## config.mk

```make
export PLATFORM = sky130hd
export DESIGN_NAME = pipe_stage_fifo
export DESIGN_NICKNAME = d
export VERILOG_FILES = /design/src/rtl/pipe_stage_fifo.sv
export SDC_FILE = /design/constraint.sdc
export NUM_CORES = 1
export LEC_CHECK = 0
export ABC_AREA = 1
export BUFFER_PORTS_ARGS = -buffer_cell sky130_fd_sc_hd__buf_2
export CAP_MARGIN = 20
export CORE_MARGIN = 2
export CORE_UTILIZATION = 54
export DETAILED_ROUTE_END_ITERATION = 10
export GPL_TIMING_DRIVEN = 0
export PLACE_DENSITY = 0.81
export REMOVE_ABC_BUFFERS = 1
export SYNTH_ARGS = -nofsm -noshare
export SYNTH_HDL_FRONTEND = slang
export SYNTH_SLANG_ARGS = --single-unit
```

## constraint.sdc

```tcl
create_clock -name clk -period 5.54 [get_ports clk]
set_input_delay 1.108 -clock clk [delete_from_list [all_inputs] [get_ports clk]]
set_output_delay 1.108 -clock clk [all_outputs]
set_load 0.01 [all_outputs]
```

## src/rtl/pipe_stage_fifo.sv

```systemverilog
// Elastic pipeline buffer between two stages: DEPTH-entry FIFO with valid/ready
// on both sides, synchronous flush, optional empty-bypass and a saturating stall counter.
module pipe_stage_fifo #(
    parameter int WIDTH  = 64,
    parameter int DEPTH  = 2,
    parameter int BYPASS = 0
) (
    input  logic                     clk,
    input  logic                     reset,
    input  logic                     in_valid,
    output logic                     in_ready,
    input  logic [WIDTH-1:0]         in_data,
    output logic                     out_valid,
    input  logic                     out_ready,
    output logic [WIDTH-1:0]         out_data,
    input  logic                     flush,
    output logic [$clog2(DEPTH):0]   count,
    output logic [31:0]              stall_cycles
);

    localparam int AW = $clog2(DEPTH);
    localparam int CW = AW + 1;
    localparam logic [CW-1:0] FULL_COUNT = CW'(DEPTH);
    localparam logic          BYPASS_EN  = (BYPASS != 0);

    logic [WIDTH-1:0] r_mem [DEPTH];
    logic [AW-1:0]    r_rd_ptr;
    logic [AW-1:0]    r_wr_ptr;
    logic [CW-1:0]    r_count;
    logic [31:0]      r_stall_cycles;

    logic w_empty;
    logic w_full;
    logic w_in_ready;
    logic w_out_valid;
    logic w_push;
    logic w_pop;
    logic w_bypass;
    logic w_store;
    logic w_advance_rd;
    logic w_stall;

    assign w_empty = (r_count == '0);
    assign w_full  = (r_count == FULL_COUNT);

    // Reset gates the handshake so nothing appears live while the buffer is held.
    assign w_in_ready  = !reset && !flush && !w_full;
    assign w_out_valid = !reset && !flush && (!w_empty || (BYPASS_EN && in_valid));

    assign w_push = in_valid && w_in_ready;
    assign w_pop  = w_out_valid && out_ready;

    // A bypassed entry is consumed in flight and never touches storage or pointers.
    assign w_bypass     = BYPASS_EN && w_empty && w_push && out_ready;
    assign w_store      = w_push && !w_bypass;
    assign w_advance_rd = w_pop && !w_bypass;

    assign w_stall = w_out_valid && !out_ready;

    assign in_ready     = w_in_ready;
    assign out_valid    = w_out_valid;
    assign out_data     = (BYPASS_EN && w_empty) ? in_data : r_mem[r_rd_ptr];
    assign count        = r_count;
    assign stall_cycles = r_stall_cycles;

    always_ff @(posedge clk or posedge reset) begin
        if (reset) begin
            r_rd_ptr <= '0;
            r_wr_ptr <= '0;
            r_count  <= '0;
        end else if (flush) begin
            r_rd_ptr <= '0;
            r_wr_ptr <= '0;
            r_count  <= '0;
        end else begin
            if (w_store) begin
                r_wr_ptr <= r_wr_ptr + AW'(1);
            end
            if (w_advance_rd) begin
                r_rd_ptr <= r_rd_ptr + AW'(1);
            end
            if (w_store && !w_advance_rd) begin
                r_count <= r_count + CW'(1);
            end else if (w_advance_rd && !w_store) begin
                r_count <= r_count - CW'(1);
            end
        end
    end

    // Payload storage is deliberately left unreset; out_data is ignored while out_valid is low.
    always_ff @(posedge clk) begin
        if (w_store) begin
            r_mem[r_wr_ptr] <= in_data;
        end
    end

    // Only reset clears the stall statistic; flush keeps the history.
    always_ff @(posedge clk or posedge reset) begin
        if (reset) begin
            r_stall_cycles <= '0;
        end else if (w_stall && (r_stall_cycles != 32'hFFFF_FFFF)) begin
            r_stall_cycles <= r_stall_cycles + 32'd1;
        end
    end

endmodule

```

==> results.sh <==
export IMPL_outcome="complete, no violations"
export IMPL_switching_power_uw=609
export IMPL_whs_endpoint="stall_cycles[10]$_DFFE_PP0P_"
export IMPL_ys_types=25
export IMPL_criticalPathCategory="in2out"
export IMPL_worst_r2r_path_depth=10
export IMPL_first_global_vias=4890
export IMPL_timing_hold_worst_start="stall_cycles[10]$_DFFE_PP0P_"
export IMPL_max_transition_viols_final=0
export IMPL_combinational_family_with_the_most_area_after_synthesis="simple AND/OR/NAND/NOR gates"
export IMPL_post_synth_and_or_nand_nor_area_fraction_pct=26.7
export IMPL_clkPwrFrac_pct=43.1
export IMPL_post_synth_xor_area_fraction_pct=1.87
export IMPL_synth_area_mux_share_pct=0
export IMPL_core_sq_mm=0.0127
export IMPL_r2r_setup_slack_ps=3390
export IMPL_ys_warnings_count=0
export IMPL_critPathArrivalTime_ps=2210
export IMPL_critPathLaunchType="primary input"
export IMPL_post_cts_repair_setup_buffers=0
export IMPL_data_required_time_of_the_worst_path_ps=4430
export IMPL_cp_max_fo=37
export IMPL_cts_tree="done"
export IMPL_share_of_synthesized_cell_area_in_full_adder_half_adder_and_majority_cells_pct=0.178
export IMPL_initialDrtViolationCount=504
export IMPL_min_period_over_period_pct=59.9
export IMPL_detailed_place_area_sq_mm=0.00813
export IMPL_clockBufferDepth=2
export IMPL_max_vdd_ir_drop_v=0.000148
export IMPL_tritoncts_num_sinks=164
export IMPL_sequentialPowerShare_pct=50.9
export IMPL_floorplan_initialDensity_pct=55.6
export IMPL_critical_path_reg2reg_startpoint="stall_cycles[0]$_DFFE_PP0P_"
export IMPL_synthCells=720
export IMPL_grt_total_usage_pct=21.6
export IMPL_power_report_internal_total_mw=2.10
export IMPL_place_port_buffers=168
export IMPL_wirelength_mm=14.8
export IMPL_cts_repair_resized=0
export IMPL_io_pins=169
export IMPL_skew_ps=6.48
export IMPL_final_setup_viol_count=0
export IMPL_hold_class="reg2reg"
export IMPL_hold_depth=2
export IMPL_synth_compound_area_share_pct=0.569
export IMPL_area_of_the_mapped_netlist_sq_mm=0.00704
export IMPL_pwr_density_cell_mw_per_mm2=310
export IMPL_grt_antenna_before_repair=2
export IMPL_clockRootBuffer="sky130_fd_sc_hd__clkbuf_16"
export IMPL_final_instance_count_excl_fill=1081
export IMPL_relSlewSlack_pct=47.2
export IMPL_synth_seq_cells=164
export IMPL_areaGrowthSynthToFinish_pct=24.3
export IMPL_rsz0062_at_grt="no"
export IMPL_worst_slew_pin_slew_ps=791
export IMPL_die_width_microns=118
export IMPL_remaining_global_route_overflow=0
export IMPL_nNetsFinal=965
export IMPL_seq_area_frac_synth_pct=67.4
export IMPL_timing_rr_end="stall_cycles[19]$_DFFE_PP0P_"
export IMPL_wire_length_of_the_first_global_routing_pass_mm=23.7
export IMPL_num_rows=41
export IMPL_critPathCaptureType="output port"
export IMPL_numCtsBuffers=17
export IMPL_viasPerCell=4.95
export IMPL_route_antenna_remaining_nets=0
export IMPL_htreeDepth=4
export IMPL_finalWorstPathRequiredPeriod_ps=3320
export IMPL_post_drt_wl_per_cell_microns=13.7
export IMPL_hold_violation_count_in_the_final_report=0
export IMPL_layout_cell_area_non_filler_sq_mm=0.00875
export IMPL_largest_net_degree_at_the_start_of_global_routing=65
export IMPL_cts_hold_buffers_added=0
export IMPL_syn_mean_instance_area_sq_um=9.78
export IMPL_cap_viol_max_count=0
export IMPL_drc_errors=0
export IMPL_vias=5354
export IMPL_dpl_cell_count=1047
export IMPL_p_leak_nw=4.01
export IMPL_gpl_final_weighted_congestion=0.898
export IMPL_drive_gt1_share_pct=24.4
export IMPL_die_height_microns=118
export IMPL_dieArea_sq_mm=0.0140
export IMPL_combPwrFrac_pct=6.0
export IMPL_power_switching_fraction_pct=22.5
export IMPL_post_dp_hpwl_mm=10.0
export IMPL_worstSkewPairLatency_ps=420
export IMPL_max_clock_freq_mhz=301
export IMPL_clock_pin_transition_on_the_worst_setup_and_hold_timing_paths_ps=60
export IMPL_dr_pass1_iters=5
==> per-stage QoR <==
step                setup TNS (ps)  total power, mW  hold slack (ps)  util, %  setup slack (ps)
finish                           0             2.71              569     69.1              2220
global route                     0             2.79              608     69.1              1940
CTS                              0             2.73              574     68.8              2060
detailed placement               0             1.57              549     64.1              2080
global placement           -225270             1.56              538     63.2             -1750
floorplan                    -4310             1.48              522        -             -49.3
==> power groups by stage <==
stage	clock network, mW	logic (mW)	registers (mW)
6_report	1.17	0.162	1.38
5_1_grt	1.23	0.180	1.38
4_1_cts	1.18	0.163	1.38
3_5_place_dp	0	0.162	1.41
3_3_place_gp	0	0.149	1.41
2_1_floorplan	0	0.0718	1.41
==> worst max-delay path by stage <==
stage / startpoint / to / cells after the start
4_1_cts: r_rd_ptr$_DFFE_PP0P_ / out_data[25] / 4
5_1_grt: reset / in_ready / 5
6_report: reset / in_ready / 5
3_5_place_dp: reset / r_mem[0][63]$_DFFE_PP_ / 7
3_3_place_gp: reset / r_mem[1][32]$_DFFE_PP_ / 6
2_1_floorplan: reset / r_mem[1][0]$_DFFE_PP_ / 5
==> area by class of cell <==
type                            count  area, sq um
Inverter                           37          141
Antenna cell                        1         2.50
Multi-Input combinational cell    501         2080
Sequential cell                   164         4750
Clock buffer                       18          429
Timing Repair Buffer              174          976
Tap cell                          172          215
Fill cell                         954         3920
Clock inverter                     14          168
==> cells in the mapped netlist <==
| cell | n | share of area (%) |
|---|---|---|
| sky130_fd_sc_hd__a21oi_1 | 1 | 0.071 |
| sky130_fd_sc_hd__buf_1 | 1 | 0.053 |
| sky130_fd_sc_hd__buf_4 | 3 | 0.32 |
| sky130_fd_sc_hd__buf_6 | 2 | 0.32 |
| sky130_fd_sc_hd__clkbuf_1 | 12 | 0.64 |
| sky130_fd_sc_hd__dfrtp_1 | 36 | 13 |
| sky130_fd_sc_hd__edfxtp_1 | 128 | 55 |
| sky130_fd_sc_hd__ha_1 | 1 | 0.18 |
| sky130_fd_sc_hd__inv_1 | 34 | 1.8 |
| sky130_fd_sc_hd__inv_2 | 2 | 0.11 |
| sky130_fd_sc_hd__inv_4 | 1 | 0.089 |
| sky130_fd_sc_hd__nand2_1 | 388 | 21 |
| sky130_fd_sc_hd__nand2_2 | 2 | 0.18 |
| sky130_fd_sc_hd__nand2_4 | 2 | 0.32 |
| sky130_fd_sc_hd__nand3_1 | 17 | 1.2 |
| sky130_fd_sc_hd__nand4_1 | 4 | 0.36 |
| sky130_fd_sc_hd__nor2_1 | 57 | 3.0 |
| sky130_fd_sc_hd__nor2_2 | 3 | 0.27 |
| sky130_fd_sc_hd__nor2_4 | 1 | 0.16 |
| sky130_fd_sc_hd__nor2_8 | 1 | 0.28 |
| sky130_fd_sc_hd__nor3_1 | 1 | 0.071 |
| sky130_fd_sc_hd__o21ai_0 | 7 | 0.50 |
| sky130_fd_sc_hd__or2_2 | 1 | 0.089 |
| sky130_fd_sc_hd__xnor2_1 | 5 | 0.62 |
| sky130_fd_sc_hd__xor2_1 | 10 | 1.2 |
==> sequential cells by signal, indices dropped and copies added (netlist names) <==
signal	cells
r_mem	128
stall_cycles	32
count	2
r_rd_ptr	1
r_wr_ptr	1
==> worst max-delay path, cell delays in order <==
cell and delay, ps:
sky130_fd_sc_hd__buf_2 110, sky130_fd_sc_hd__inv_2 570, sky130_fd_sc_hd__nand2_1 110, sky130_fd_sc_hd__nor2_1 160, sky130_fd_sc_hd__buf_2 150
==> logic make-up (layout without fill, tap and decap cells) <==
family,count (synthesis),after routing
AND/OR/NAND/NOR,477,477
flip-flops,164,164
buffers and inverters,55,243
XOR/XNOR,15,15
AO/OA/AOI/OAI,8,8
adder cells (fa/ha/maj),1,1
other,0,1
==> layer usage <==
metal | vias up | part of all wire (%) | routed length, microns | GRT usage, %
met5 | - | 0.088 | 13 | 0
met4 | 2 | 2.4 | 353 | 8.66
met2 | 202 | 49 | 7310 | 36.3
met1 | 2459 | 41 | 6030 | 27.3
met3 | 28 | 7.5 | 1110 | 4.83
li1 | 2663 | - | - | -
==> layout by cell type (no fill, tap or decap), types with 4 or more instances in the layout <==
cell                        instances
sky130_fd_sc_hd__buf_12             4
sky130_fd_sc_hd__buf_2            168
sky130_fd_sc_hd__clkbuf_16         17
sky130_fd_sc_hd__dfrtp_1           35
sky130_fd_sc_hd__edfxtp_1         128
sky130_fd_sc_hd__inv_1             33
sky130_fd_sc_hd__inv_6              4
sky130_fd_sc_hd__nand2_1          388
sky130_fd_sc_hd__nand3_1           17
sky130_fd_sc_hd__nand4_1            4
sky130_fd_sc_hd__nor2_1            55
sky130_fd_sc_hd__o21ai_0            7
sky130_fd_sc_hd__xnor2_1            5
sky130_fd_sc_hd__xor2_1            10
No activity file was read; power rests on OpenSTA's default activity.
